**src/rtl/uart_pkg.sv**
```systemverilog
// Shared definitions for the parametrised UART receiver: parity modes, FSM state encoding, clog2 helper.
// Latency: n/a (package only).
// Backpressure: n/a (package only).
package uart_pkg;

    localparam int PARITY_NONE = 0;
    localparam int PARITY_EVEN = 1;
    localparam int PARITY_ODD  = 2;

    typedef enum logic [2:0] {
        IDLE   = 3'd0,
        START  = 3'd1,
        DATA   = 3'd2,
        PARITY = 3'd3,
        STOP   = 3'd4,
        BREAK  = 3'd5
    } uart_state_e;

    // Number of bits needed to count 0..value-1.
    function automatic int clog2(input int value);
        int result;
        int v;
        result = 0;
        v      = value - 1;
        while (v > 0) begin
            result = result + 1;
            v      = v >> 1;
        end
        return result;
    endfunction

endpackage

```
**src/rtl/uart_rx_param_if.sv**
```systemverilog
// Receiver output bus: payload, per-frame error flags, sticky overrun with clear, busy indication.
// Latency: n/a (wires only).
// Backpressure: data_out_valid holds until data_out_ready is seen; master drives payload, slave drives ready/clear.
interface uart_rx_param_if #(
    parameter int DATA_BITS = 8
);
    import uart_pkg::*;

    logic [DATA_BITS-1:0] data_out;
    logic                 data_out_valid;
    logic                 data_out_ready;
    logic                 parity_err;
    logic                 frame_err;
    logic                 overrun_err;
    logic                 err_clear;
    logic                 busy;

    modport master (
        output data_out,
        output data_out_valid,
        output parity_err,
        output frame_err,
        output overrun_err,
        output busy,
        input  data_out_ready,
        input  err_clear
    );

    modport slave (
        input  data_out,
        input  data_out_valid,
        input  parity_err,
        input  frame_err,
        input  overrun_err,
        input  busy,
        output data_out_ready,
        output err_clear
    );

endinterface

```
**src/rtl/uart_bit_sampler.sv**
```systemverilog
// RX line front end: 2-flop synchroniser, mid-bit counter, sample strobe; optional 2-of-3 vote (UART_RX_MAJORITY_EN).
// Latency: 2 cycles line-to-line_o; strobe SAMPLE_TIME (half) or SYMBOL_EDGE_TIME (full) cycles after the last clear/strobe.
// Backpressure: none; the FSM must act on sample_strobe in the cycle it is high.
// Ports: clk/rst, serial_in (async raw line), cnt_clr_i (hold counter at 0), half_i (use half-bit target),
//        line_o (synchronised line), sample_strobe, sample_value.
module uart_bit_sampler
    import uart_pkg::*;
#(
    parameter int SYMBOL_EDGE_TIME = 434,
    parameter int SAMPLE_TIME      = 217,
    parameter int CNT_W            = 9
) (
    input  logic clk,
    input  logic rst,
    input  logic serial_in,
    input  logic cnt_clr_i,
    input  logic half_i,
    output logic line_o,
    output logic sample_strobe,
    output logic sample_value
);

    localparam logic [CNT_W-1:0] LAST_FULL = CNT_W'(SYMBOL_EDGE_TIME - 1);
    localparam logic [CNT_W-1:0] LAST_HALF = CNT_W'(SAMPLE_TIME - 1);

    logic             sync1_q;
    logic             sync2_q;
    logic [CNT_W-1:0] cnt_q;
    logic [CNT_W-1:0] cnt_d;

    always_ff @(posedge clk or posedge rst) begin
        if (rst) begin
            sync1_q <= 1'b1;
            sync2_q <= 1'b1;
        end else begin
            sync1_q <= serial_in;
            sync2_q <= sync1_q;
        end
    end

    assign line_o        = sync2_q;
    assign sample_strobe = (cnt_q == (half_i ? LAST_HALF : LAST_FULL));

    // The counter restarts on every strobe so consecutive bits stay one symbol apart.
    always_comb begin
        cnt_d = cnt_q + 1'b1;
        if (cnt_clr_i || sample_strobe) begin
            cnt_d = '0;
        end
    end

    always_ff @(posedge clk or posedge rst) begin
        if (rst) begin
            cnt_q <= '0;
        end else begin
            cnt_q <= cnt_d;
        end
    end

`ifdef UART_RX_MAJORITY_EN
    // Vote over the current and two previous synchronised samples; the decision
    // cycle is unchanged, the vote window is simply centred one cycle earlier.
    logic [1:0] hist_q;

    always_ff @(posedge clk or posedge rst) begin
        if (rst) begin
            hist_q <= 2'b11;
        end else begin
            hist_q <= {hist_q[0], sync2_q};
        end
    end

    assign sample_value = (sync2_q & hist_q[0]) | (sync2_q & hist_q[1]) | (hist_q[0] & hist_q[1]);
`else
    assign sample_value = sync2_q;
`endif

endmodule

```
**src/rtl/uart_rx_param.sv**
```systemverilog
// Parametrised UART receiver (data width, parity, stop bits, glitch reject, break, sticky overrun); macro UART_RX_MAJORITY_EN.
// Latency: payload valid 1 cycle after the last stop-bit sample (plus 2-cycle line synchroniser).
// Backpressure: valid holds until ready; a frame completing while valid is held is dropped and sets sticky overrun_err.
// Ports: clk, rst (async active-high), serial_in (raw line, idle high), rx (master modport: data_out,
//        data_out_valid, data_out_ready, parity_err, frame_err, overrun_err, err_clear, busy).
module uart_rx_param
    import uart_pkg::*;
#(
    parameter int CLOCK_FREQ = 50_000_000,
    parameter int BAUD_RATE  = 115_200,
    parameter int DATA_BITS  = 8,
    parameter int PARITY     = 0,
    parameter int STOP_BITS  = 1
) (
    input  logic              clk,
    input  logic              rst,
    input  logic              serial_in,
    uart_rx_param_if.master   rx
);

    localparam int SYMBOL_EDGE_TIME = CLOCK_FREQ / BAUD_RATE;
    localparam int SAMPLE_TIME      = SYMBOL_EDGE_TIME / 2;
    localparam int CNT_W            = (clog2(SYMBOL_EDGE_TIME) < 1) ? 1 : clog2(SYMBOL_EDGE_TIME);

    localparam logic [3:0] LAST_DATA = 4'(DATA_BITS - 1);
    localparam logic [3:0] LAST_STOP = 4'(STOP_BITS - 1);

    uart_state_e          state_q, state_d;
    logic [DATA_BITS-1:0] shift_q, shift_d;
    logic [3:0]           bit_cnt_q, bit_cnt_d;
    logic                 perr_q, perr_d;
    logic                 ferr_q, ferr_d;
    logic                 commit_q, commit_d;

    logic [DATA_BITS-1:0] data_q, data_d;
    logic                 valid_q, valid_d;
    logic                 perr_out_q, perr_out_d;
    logic                 ferr_out_q, ferr_out_d;
    logic                 ovr_q, ovr_d;
    logic                 ovr_set;

    logic                 cnt_clr;
    logic                 half_sel;
    logic                 line;
    logic                 sample_strobe;
    logic                 sample_value;

    uart_bit_sampler #(
        .SYMBOL_EDGE_TIME (SYMBOL_EDGE_TIME),
        .SAMPLE_TIME      (SAMPLE_TIME),
        .CNT_W            (CNT_W)
    ) u_sampler (
        .clk           (clk),
        .rst           (rst),
        .serial_in     (serial_in),
        .cnt_clr_i     (cnt_clr),
        .half_i        (half_sel),
        .line_o        (line),
        .sample_strobe (sample_strobe),
        .sample_value  (sample_value)
    );

    // Frame FSM. State names are qualified because PARITY is also a module parameter.
    always_comb begin
        state_d   = state_q;
        shift_d   = shift_q;
        bit_cnt_d = bit_cnt_q;
        perr_d    = perr_q;
        ferr_d    = ferr_q;
        commit_d  = 1'b0;
        cnt_clr   = 1'b0;
        half_sel  = 1'b0;

        case (state_q)
            uart_pkg::IDLE: begin
                cnt_clr = 1'b1;
                if (!line) begin
                    state_d = uart_pkg::START;
                end
            end

            uart_pkg::START: begin
                half_sel = 1'b1;
                if (sample_strobe) begin
                    if (sample_value) begin
                        state_d = uart_pkg::IDLE;   // start bit did not survive to mid-bit
                    end else begin
                        state_d   = uart_pkg::DATA;
                        bit_cnt_d = '0;
                        perr_d    = 1'b0;
                        ferr_d    = 1'b0;
                    end
                end
            end

            uart_pkg::DATA: begin
                if (sample_strobe) begin
                    shift_d = {sample_value, shift_q[DATA_BITS-1:1]};
                    if (bit_cnt_q == LAST_DATA) begin
                        bit_cnt_d = '0;
                        state_d   = (PARITY != PARITY_NONE) ? uart_pkg::PARITY : uart_pkg::STOP;
                    end else begin
                        bit_cnt_d = bit_cnt_q + 4'd1;
                    end
                end
            end

            uart_pkg::PARITY: begin
                if (sample_strobe) begin
                    perr_d  = (PARITY == PARITY_ODD) ? ~(^shift_q ^ sample_value)
                                                     :  (^shift_q ^ sample_value);
                    state_d = uart_pkg::STOP;
                end
            end

            uart_pkg::STOP: begin
                if (sample_strobe) begin
                    ferr_d = ferr_q | ~sample_value;
                    if (bit_cnt_q == LAST_STOP) begin
                        commit_d = 1'b1;
                        // All-zero payload with a low stop bit is a break: wait for the line to recover.
                        state_d  = (ferr_d && (shift_q == '0)) ? uart_pkg::BREAK : uart_pkg::IDLE;
                    end else begin
                        bit_cnt_d = bit_cnt_q + 4'd1;
                    end
                end
            end

            uart_pkg::BREAK: begin
                cnt_clr = 1'b1;
                if (line) begin
                    state_d = uart_pkg::IDLE;
                end
            end

            default: begin
                state_d = uart_pkg::IDLE;
            end
        endcase
    end

    // Output holding register. A commit in the same cycle as an accept replaces the held frame.
    always_comb begin
        data_d     = data_q;
        valid_d    = valid_q;
        perr_out_d = perr_out_q;
        ferr_out_d = ferr_out_q;
        ovr_set    = 1'b0;

        if (valid_q && rx.data_out_ready) begin
            valid_d = 1'b0;
        end

        if (commit_q) begin
            if (!valid_q || rx.data_out_ready) begin
                data_d     = shift_q;
                perr_out_d = perr_q;
                ferr_out_d = ferr_q;
                valid_d    = 1'b1;
            end else begin
                ovr_set = 1'b1;
            end
        end

        // Set has priority over a coincident clear.
        ovr_d = ovr_q;
        if (ovr_set) begin
            ovr_d = 1'b1;
        end else if (rx.err_clear) begin
            ovr_d = 1'b0;
        end
    end

    always_ff @(posedge clk or posedge rst) begin
        if (rst) begin
            state_q    <= uart_pkg::IDLE;
            shift_q    <= '0;
            bit_cnt_q  <= '0;
            perr_q     <= 1'b0;
            ferr_q     <= 1'b0;
            commit_q   <= 1'b0;
            data_q     <= '0;
            valid_q    <= 1'b0;
            perr_out_q <= 1'b0;
            ferr_out_q <= 1'b0;
            ovr_q      <= 1'b0;
        end else begin
            state_q    <= state_d;
            shift_q    <= shift_d;
            bit_cnt_q  <= bit_cnt_d;
            perr_q     <= perr_d;
            ferr_q     <= ferr_d;
            commit_q   <= commit_d;
            data_q     <= data_d;
            valid_q    <= valid_d;
            perr_out_q <= perr_out_d;
            ferr_out_q <= ferr_out_d;
            ovr_q      <= ovr_d;
        end
    end

    assign rx.data_out       = data_q;
    assign rx.data_out_valid = valid_q;
    assign rx.parity_err     = perr_out_q;
    assign rx.frame_err      = ferr_out_q;
    assign rx.overrun_err    = ovr_q;
    assign rx.busy           = (state_q != uart_pkg::IDLE);

endmodule

```
**src/flat_wrapper.sv**
```systemverilog
// flat-port wrapper written by rule: the top's interface ports become plain ports
module uart_rx_param_flat import uart_pkg::*;
#(
    parameter int CLOCK_FREQ = 50_000_000,
    parameter int BAUD_RATE  = 115_200,
    parameter int DATA_BITS  = 8,
    parameter int PARITY     = 0,
    parameter int STOP_BITS  = 1
)
  (clk, rst, serial_in, rx_data_out, rx_data_out_valid, rx_parity_err, rx_frame_err, rx_overrun_err, rx_busy, rx_data_out_ready, rx_err_clear);
  uart_rx_param_if #(.DATA_BITS(DATA_BITS)) rx_i ();
  input  logic clk;
  input  logic rst;
  input  logic serial_in;
  output wire logic [$bits(rx_i.data_out)-1:0] rx_data_out;
  output wire logic [$bits(rx_i.data_out_valid)-1:0] rx_data_out_valid;
  output wire logic [$bits(rx_i.parity_err)-1:0] rx_parity_err;
  output wire logic [$bits(rx_i.frame_err)-1:0] rx_frame_err;
  output wire logic [$bits(rx_i.overrun_err)-1:0] rx_overrun_err;
  output wire logic [$bits(rx_i.busy)-1:0] rx_busy;
  input wire logic [$bits(rx_i.data_out_ready)-1:0] rx_data_out_ready;
  input wire logic [$bits(rx_i.err_clear)-1:0] rx_err_clear;
  assign rx_data_out = rx_i.data_out;
  assign rx_data_out_valid = rx_i.data_out_valid;
  assign rx_parity_err = rx_i.parity_err;
  assign rx_frame_err = rx_i.frame_err;
  assign rx_overrun_err = rx_i.overrun_err;
  assign rx_busy = rx_i.busy;
  assign rx_i.data_out_ready = rx_data_out_ready;
  assign rx_i.err_clear = rx_err_clear;
  uart_rx_param #(.CLOCK_FREQ(CLOCK_FREQ), .BAUD_RATE(BAUD_RATE), .DATA_BITS(DATA_BITS), .PARITY(PARITY), .STOP_BITS(STOP_BITS)) u_core (.clk(clk), .rst(rst), .serial_in(serial_in), .rx(rx_i));
endmodule
```
**config.mk**
```make
export PLATFORM = sky130hd
export DESIGN_NAME = uart_rx_param_flat
export DESIGN_NICKNAME = d
export VERILOG_FILES = /design/src/rtl/uart_pkg.sv /design/src/rtl/uart_rx_param_if.sv /design/src/rtl/uart_bit_sampler.sv /design/src/rtl/uart_rx_param.sv /design/src/flat_wrapper.sv
export SDC_FILE = /design/constraint.sdc
export NUM_CORES = 1
export LEC_CHECK = 0
export ABC_CLOCK_PERIOD_IN_PS = 3600
export CAP_MARGIN = 20
export CELL_PAD_IN_SITES_DETAIL_PLACEMENT = 0
export CELL_PAD_IN_SITES_GLOBAL_PLACEMENT = 2
export CORE_MARGIN = 8
export CORE_UTILIZATION = 40
export CTS_BUF_LIST = sky130_fd_sc_hd__clkbuf_4 sky130_fd_sc_hd__clkbuf_8
export CTS_CLUSTER_SIZE = 40
export DETAILED_ROUTE_END_ITERATION = 8
export MAX_ROUTING_LAYER = met4
export PLACE_DENSITY_LB_ADDON = 0.1
export SLEW_MARGIN = 10
export SYNTH_ARGS = -nofsm -noshare
export SYNTH_HDL_FRONTEND = slang
export SYNTH_SLANG_ARGS = --single-unit
```
**constraint.sdc**
```tcl
create_clock -name clk -period 3.6 [get_ports clk]
set_input_delay 1.08 -clock clk [delete_from_list [all_inputs] [get_ports clk]]
set_output_delay 1.08 -clock clk [all_outputs]
set_load 0.02 [all_outputs]
```
== Word level (Yosys, flattened, before mapping) ==
Index checks and enable logic that the tools add are counted.

* Register bits after elaboration: 41
* Output and inout port bits: 13
* Word-level logic and storage cells: 95

* Add/subtract/negate cells: 2
* Eq/ne operators: 17
* Multiplexer cells: 38
* Bitwise operators: 3
* Reductions and logical operators: 21

{| class="wikitable"
|+ Operators with widths
! kind !! count
|-
| $mux 3 || 9
|-
| $mux 4 || 6
|-
| $mux 9 || 2
|-
| $pmux 3 s6 || 1
|-
| $mux 1 || 16
|-
| $ne 2x2->1 const B || 8
|-
| $pmux 4 s3 || 1
|-
| $add 9x1->9 const B || 1
|-
| $eq 9x9->1 || 1
|-
| $logic_not 8->1 || 1
|-
| $reduce_and 4->1 || 2
|-
| $reduce_and 8->1 || 1
|-
| $reduce_xor 8->1 || 1
|-
| $eq 3x2->1 const B || 2
|-
| $eq 3x3->1 const B || 2
|-
| $reduce_and 6->1 || 1
|-
| $reduce_bool 2->1 || 3
|-
| $reduce_bool 3->1 || 2
|-
| $add 4x1->4 const B || 1
|-
| $eq 4x3->1 const B || 1
|-
| $logic_not 4->1 || 1
|-
| $ne 2x1->1 const B || 2
|-
| $pmux 1 s2 || 2
|-
| $reduce_and 2->1 || 2
|-
| 10 further kinds || 12
|}

== Longest topological paths before layout ==
Gate-level depths: netlist (run 1).

* Word-level depth: 7
* Gate-level depth with buffers: 6
* Depth with buffers taken out: 6

== Hierarchy ==
Synthesis (run 1) repeated with hierarchy kept, for this count alone.

* Cell total of the unflattened synthesis: 206
* Area total of the unflattened synthesis: 2060.7 sq um

{| class="wikitable"
|+ By module, submodules not included
! module !! instances !! cells each !! area each (sq um) !! seq. area each (sq um)
|-
| uart_rx_param || 1 || 158 || 1519.0 || 750.7
|-
| uart_bit_sampler || 1 || 48 || 541.8 || 277.8
|}

== Least setup slack after synthesis (run 1) ==
Ideal clock, no wire load.

* Path kind: register -> output
* Start: reg u_core.state_q[0]
* End: out rx_busy
* Arrival: 1.044 ns
* Data required time: 2.520 ns
* Setup slack: 1.476 ns
* Stages on the path, launching flop included: 3
* Buffers on the path: 1
* Path through: dfrtp_1 > clkbuf_1 > or3_1

* Longest elaborated chain between the ends: 1

{| class="wikitable"
|+ Ends and longest elaborated chain
! item !! line !! RTL
|-
| from (decl) || uart_rx_param.sv:28 || <nowiki>uart_state_e state_q, state_d;</nowiki>
|-
| from (signal assigned) || uart_rx_param.sv:176 || <nowiki>state_q <= uart_pkg::IDLE;</nowiki>
|-
| from (signal assigned) || uart_rx_param.sv:188 || <nowiki>state_q <= state_d;</nowiki>
|-
| $reduce_bool 3->1 || uart_rx_param.sv:207 || <nowiki>assign rx.busy = (state_q != uart_pkg::IDLE);</nowiki>
|-
| to (decl) || flat_wrapper.sv:20 || <nowiki>output wire logic [$bits(rx_i.busy)-1:0] rx_busy;</nowiki>
|}

No other way between the ends.

== Worst setup path in the final report (run 1) ==
* Start: reg u_core.state_q[1]
* End: out rx_busy

The elaborated chain is that of the path after synthesis.

==> results.md, run 1 <==
- Critical Path End Type: output port
- Post-route cell area: 2460 sq um
- Area of placed instances: 2380 sq um
- Sequential share of the synthesized area: 48.0%
- Area delta synth->final: 14.9%
- Synth warn: 0
- First-pass iteration count of the detailed router: 4
- Slew Limit Fails: 0
- Synth area leaders: dfrtp_1, mux2i_1, ha_1
- Buf+Inv Stages, Crit Path: 1
- Worst rel slew slack: 61.5%
- Clk_skew: 0.00785 ns
- Die Y: 89.2 um
- Resize count post-CTS: 0
- Post-CTS Setup Inserts: 0
- Final net count: 233
- Vias in the first global route: 1515
- Synth Area per Inst: 10.6 sq um
- Post-detail-place hpwl: 2960 um
- Crit Path Class: flop to output port
- Status: complete, no violations
- First-pass GRT wire length: 7170 um
- CP startpoint kind: flop
- Bufs on Longest Clock Path: 2
- Cell family with most CP delay: flip-flops
- GR Overflow Total: 0
- Commonest non-fill, non-tap cell in the layout: dfrtp_1
- CTS tree: built
- CTS Buf Count: 5
- Most frequent cells in the layout: dfrtp_1, inv_1, nand2_1
- DIE AREA: 7960 sq um
- PwrDens: 317 nW/um^2
- Vias per cell: 5.17
- CP max-delay cell: dfrtp_1
- CP Cell Sequence: or3_1 > clkdlybuf4s50_1
- Routed wire per std cell: 14.1 um
- GPL Wtd Cong: 0.819
- Mapped Cells: 202
- Peak VDD IR: 0.129 mV
- Die X: 89.2 um
- Slew at the pin closest to its max-slew limit: 0.578 ns
- Max cap viols: 0
- Detail Route Antenna Nets: 0
- Hold Vio Cnt, Final: 0
- Hold_buf cts: 0
- Detailed Route Iter0 Violations: 69
- Crit path max fanout: 16
- Leakage power: 1.05 nW
- Tcrit/Tclk final: 80.8%
- Clock Sinks: 41
- Critical Path RT: 2.52 ns
- Mapped Area: 2140 sq um
- Synth Register Bits: 41
- Setup Viol. Count Final: 0
- Site Rows: 26
- H-tree depth: 2
- Synth top area share: 45.5%
- Crit-path max cell delay: 0.60 ns
- Largest area contributor in the netlist: dfrtp_1
- Initial antenna violation count: 0
- Total wire length: 4120 um
- Yosys cell types: 51
- Layout cell share with drive strength beyond 1: 11.3%
- Hold Crit Class: flop to flop
- Fin crit period: 2.91 ns
- Port Buf Inserts: 17
- Clock Pin Slew Worst Setup and Hold Paths: 0.09 ns
- GRT Total Usage: 11.8%
- Fin Hold WS: 0.356 ns
- Starting Density: 41.7%
- Remaining DRCs: 0
- RSZ-0062 raised after global routing: false
- Clock Latency Late Sink: 0.29 ns
- Antenna fix cells: 0
- CP arrival: 1.83 ns
- Vias: 1511
- Setup TNS: 0 ns
- Max Clock Freq: 0.344 GHz
- Largest net degree at the start of global routing: 42
- Clk Tree Root Cell: clkbuf_8
- Syn Nets: 214
- Final core occ: 47.9%
- Core area: 5140 sq um
- Num ports: 18
-- stage by stage --
step,instances,power [W],setup slack (ns)
2_1_floorplan,202,0.000483,1.48
3_3_place_gp,284,0.000492,1.02
3_5_place_dp,284,0.000492,1.01
4_1_cts,292,0.000796,0.677
5_1_grt,292,0.000817,0.607
6_report,292,0.000780,0.692
-- flip-flops by register name, indices dropped and copies added, names as in the netlist --
register / count
u_core.rx.overrun_err: 1
u_core.perr_q: 1
u_core.bit_cnt_q: 4
u_core.shift_q: 8
u_core.u_sampler.cnt_q: 9
u_core.rx.data_out: 8
u_core.u_sampler.sync1_q: 1
u_core.rx.data_out_valid: 1
u_core.commit_q: 1
u_core.rx.parity_err: 1
u_core.rx.frame_err: 1
u_core.u_sampler.line_o: 1
u_core.ferr_q: 1
u_core.state_q: 3
-- worst reg2reg max path, cell delays in order (launching register included) --
cell and delay [ns]:
dfrtp_1 0.65, nor3b_1 0.55, a221oi_2 0.18, a21oi_2 0.25, mux2i_1 0.23
-- cells in the mapped netlist, drive strengths merged --
master	number
dfstp	2
a21o	2
and4bb	3
nand2	19
nand4b	3
o32ai	1
nor3b	4
dfrtp	39
o22a	1
nand3	7
clkbuf	4
nor2b	3
nor4b	1
nand2b	2
a2111oi	1
or3b	2
a22oi	1
o21ai	12
a221oi	3
o211ai	2
o2bb2ai	2
a21oi	8
a211oi	2
or3	2
and3	3
nand4	4
xor2	6
nand3b	3
inv	18
and4	1
nor2	11
ha	7
nand4bb	1
xnor2	6
buf	2
nor3	1
a31oi	1
a21bo	1
mux2i	10
o22ai	1
-- power by group --
group          total (W)  internal [W]  switching, W
sequential      0.000463      0.000462    0.00000102
combinational  0.0000189    0.00000683     0.0000120
clock           0.000298      0.000134      0.000164
total           0.000780      0.000603      0.000177
-- final cells by class --
class | count | area [sq um]
fillers | 523 | 2680
repair buffers | 18 | 178
clock buffers | 5 | 68.8
inverters | 18 | 67.6
well taps | 70 | 87.6
clock inverters | 3 | 17.5
flip-flops and latches | 41 | 1030
multi-input cells | 137 | 1020
-- final timing paths --
kind | from | end | slack, ns | cells past startpoint
setup / recovery | u_core.state_q[1]$_DFFE_PP0P_ | rx_busy | 0.69 | 2
min in group asynchronous | rst | u_core.bit_cnt_q[0]$_DFFE_PP0P_ | 1.21 | 3
setup reg to reg | u_core.state_q[2]$_DFFE_PP0P_ | u_core.bit_cnt_q[0]$_DFFE_PP0P_ | 1.66 | 4
hold / removal | u_core.u_sampler.sync1_q$_DFF_PP1_ | u_core.u_sampler.line_o$_DFF_PP1_ | 0.36 | 0
max in group asynchronous | rst | u_core.ferr_q$_DFFE_PP0P_ | 2.02 | 3
hold reg to reg | u_core.u_sampler.sync1_q$_DFF_PP1_ | u_core.u_sampler.line_o$_DFF_PP1_ | 0.36 | 0
-- logic make-up (layout without fill, tap and decap cells) --
kind of cell / after synthesis / in the layout / synth area share (%)
muxes: 10 / 10 / 4.67
buffers and inverters: 24 / 44 / 4.61
DFF: 41 / 41 / 48.0
and+or+nand+nor: 70 / 70 / 21.0
xor gates and xnor gates: 12 / 12 / 4.90
AOI/OAI and AO/OA: 38 / 38 / 12.7
adders and majority gates: 7 / 7 / 4.09
-- layer usage --
| metal | GRT usage [%] | vias up | wire, um |
|---|---|---|---|
| met5 | - | - | 0 |
| met3 | 2.76 | 2 | 141 |
| met1 | 13.8 | 748 | 1950 |
| li1 | - | 747 | - |
| met2 | 19.7 | 14 | 2020 |
| met4 | 3.63 | 0 | 21 |
No activity file was read; power rests on OpenSTA's default activity.
==> inputs of run 2 (changes only) <==
ABC_CLOCK_PERIOD_IN_PS = 3010   (was 3600)
CORE_UTILIZATION = 39   (was 40)
clock period = 3.01 ns   (was 3.6 ns; I/O delays follow)
==> results.md, run 2 (same netlist as run 1, synthesis figures left out) <==
- H-tree depth: 2 (unchanged)
- Most frequent cells in the layout: dfrtp_1, inv_1, nand2_1
- Die Y: 90.1 um (+1.0%)
- GRT Total Usage: 11.4% (-0.38 points)
- Crit Path Class: flop to output port
- Setup Viol. Count Final: 0 (unchanged)
- Vias: 1526 (+0.99%)
- DIE AREA: 8120 sq um (+2.1%)
- Detail Route Antenna Nets: 0 (unchanged)
- Clock Sinks: 41 (unchanged)
- Die X: 90.1 um (+1.0%)
- Max cap viols: 0 (unchanged)
- RSZ-0062 raised after global routing: false
- Int Power: 0.000731 W (+21%)
- GPL Wtd Cong: 0.812 (-0.83%)
- Post-detail-place hpwl: 3030 um (+2.4%)
- Vias in the first global route: 1543 (+1.8%)
- Final cell count without fillers: 296 (+1.4%)
- Reg with most FFs: u_core.u_sampler.cnt_q
- PwrDens: 378 nW/um^2 (+19%)
- Max FFs per register: 9 (unchanged)
- Resize count post-CTS: 0 (unchanged)
- Comb pwr share: 2.5% (about the same)
- Hold Vio Cnt, Final: 0 (unchanged)
- R2R setup slack: 1.13 ns (-0.53 ns)
- Area of placed instances: 2390 sq um (+0.74%)
- CTS tree: built
- Tcrit/Tclk final: 90.2%
- Post-CTS Setup Inserts: 0 (unchanged)
- Bufs on Longest Clock Path: 2 (unchanged)
- Detailed Route Iter0 Violations: 73 (+5.8%)
- Crit path max fanout: 15 (-1)
- Hold Crit Class: flop to flop
- Clk_skew: 0.0110 ns (+0.00316 ns)
- Remaining DRCs: 0 (unchanged)
- Num ports: 18 (unchanged)
- First-pass iteration count of the detailed router: 4 (unchanged)
- Slew Limit Fails: 0 (unchanged)
- Peak VDD IR: 0.183 mV (+42%)
- Worst R2R Start: u_core.bit_cnt_q[0]$_DFFE_PP0P_
- Critical Path RT: 2.11 ns (-0.41 ns)
- CP Launch Point: u_core.state_q[0]$_DFFE_PP0P_
- Layout cell share with drive strength beyond 1: 12.1% (+0.79 points)
- Reg power frac: 59.0% (-0.4 points)
- Hold_buf cts: 0 (unchanged)
- Clock Latency Late Sink: 0.30 ns (about the same)
- Setup TNS: 0 ns (unchanged)
- Final net count: 235 (+0.86%)
- Antenna fix cells: 0 (unchanged)
- Leakage power: 1.07 nW (+1.5%)
- Starting Density: 39.7% (-2.0 points)
- Fin crit period: 2.71 ns
- Fin Hold WS: 0.362 ns (+0.00633 ns)
- Worst rel slew slack: 63.4% (+1.9 points)
- Post-route cell area: 2480 sq um (+0.71%)
- First-pass GRT wire length: 7470 um (+4.2%)
- Area delta synth->final: 15.8%
- Clk Tree Root Cell: clkbuf_8
- Slew at the pin closest to its max-slew limit: 0.547 ns (-0.0301 ns)
- Routed wire per std cell: 14.3 um (+1.5%)
- Switch Pwr: 0.000208 W (+17%)
- Critical Path End Type: output port
- Net Sw Frac: 22.1% (-0.58 points)
- CP arrival: 1.81 ns (-0.02 ns)
- CP startpoint kind: flop
- Core area: 5410 sq um (+5.2%)
- GR Overflow Total: 0 (unchanged)
- Max Clock Freq: 0.368 GHz
- CTS Buf Count: 5 (unchanged)
- Reg2Reg Capture Point: u_core.bit_cnt_q[1]$_DFFE_PP0P_
- Site Rows: 27 (+3.8%)
- Inst Count DP: 288 (+1.4%)
- Vias per cell: 5.16 (-0.37%)
- Status: complete, no violations
- Largest net degree at the start of global routing: 42 (unchanged)
- Total wire length: 4250 um (+2.9%)
- R2r worst-path depth: 6 (+2)
- CP Capture Point: rx_busy
- Commonest non-fill, non-tap cell in the layout: dfrtp_1
- Clock Pin Slew Worst Setup and Hold Paths: 0.08 ns (about the same)
- Initial antenna violation count: 0 (unchanged)
- Clock power frac: 38.5% (+0.3 points)
- Port Buf Inserts: 17 (unchanged)
==> run 2: changes by cell type in the layout (fill, tap and decap cells not counted), sizes merged <==
cell      change
clkbuf        +1
clkinvlp      -1
buf           +2
==> run 2: critical path: stages (launching register included) <==
cell and delay [ns]:
dfrtp_1 0.55, or3_1 0.42, clkdlybuf4s50_1 0.55
==> run 2: through the flow <==
step           worst slack (ns)  util (%)  total power, W
2_1_floorplan              1.06         -        0.000578
3_3_place_gp              0.664      44.3        0.000589
3_5_place_dp              0.631      44.3        0.000589
4_1_cts                   0.303      45.9        0.000952
5_1_grt                   0.243      45.9        0.000981
6_report                  0.295      45.9        0.000938
==> run 2: worst min path at each step <==
stage                                       start                                 to  slack (ns)  depth (start not counted)
2_1_floorplan  u_core.u_sampler.sync1_q$_DFF_PP1_  u_core.u_sampler.line_o$_DFF_PP1_        0.35                          0
3_3_place_gp   u_core.u_sampler.sync1_q$_DFF_PP1_  u_core.u_sampler.line_o$_DFF_PP1_        0.35                          0
3_5_place_dp   u_core.u_sampler.sync1_q$_DFF_PP1_  u_core.u_sampler.line_o$_DFF_PP1_        0.35                          0
4_1_cts        u_core.u_sampler.sync1_q$_DFF_PP1_  u_core.u_sampler.line_o$_DFF_PP1_        0.36                          0
5_1_grt        u_core.u_sampler.sync1_q$_DFF_PP1_  u_core.u_sampler.line_o$_DFF_PP1_        0.36                          0
6_report       u_core.u_sampler.sync1_q$_DFF_PP1_  u_core.u_sampler.line_o$_DFF_PP1_        0.36                          0
==> run 2: final cells by class <==
| cell class | instances | area, sq um |
|---|---|---|
| clock buffers | 6 | 76.3 |
| flip-flops and latches | 41 | 1030 |
| multi-input cells | 137 | 1020 |
| fillers | 531 | 2920 |
| well taps | 72 | 90.1 |
| inverters | 18 | 67.6 |
| clock inverters | 2 | 10.0 |
| repair buffers | 20 | 193 |
==> run 2: routing by layer <==
metal / vias to the layer above / track usage, % / wire length [um]
met3: 6 / 3.24 / 164
met2: 24 / 18.7 / 2120
met1: 743 / 13.1 / 1900
met4: 0 / 4.30 / 64
met5: - / - / 0
li1: 753 / - / -
==> run 2: power by group through the flow <==
stage	clock, W	combinational [W]	sequential [W]
2_1_floorplan	0	0.0000134	0.000564
3_3_place_gp	0	0.0000237	0.000565
3_5_place_dp	0	0.0000243	0.000565
4_1_cts	0.000373	0.0000242	0.000554
5_1_grt	0.000401	0.0000265	0.000554
6_report	0.000361	0.0000231	0.000554
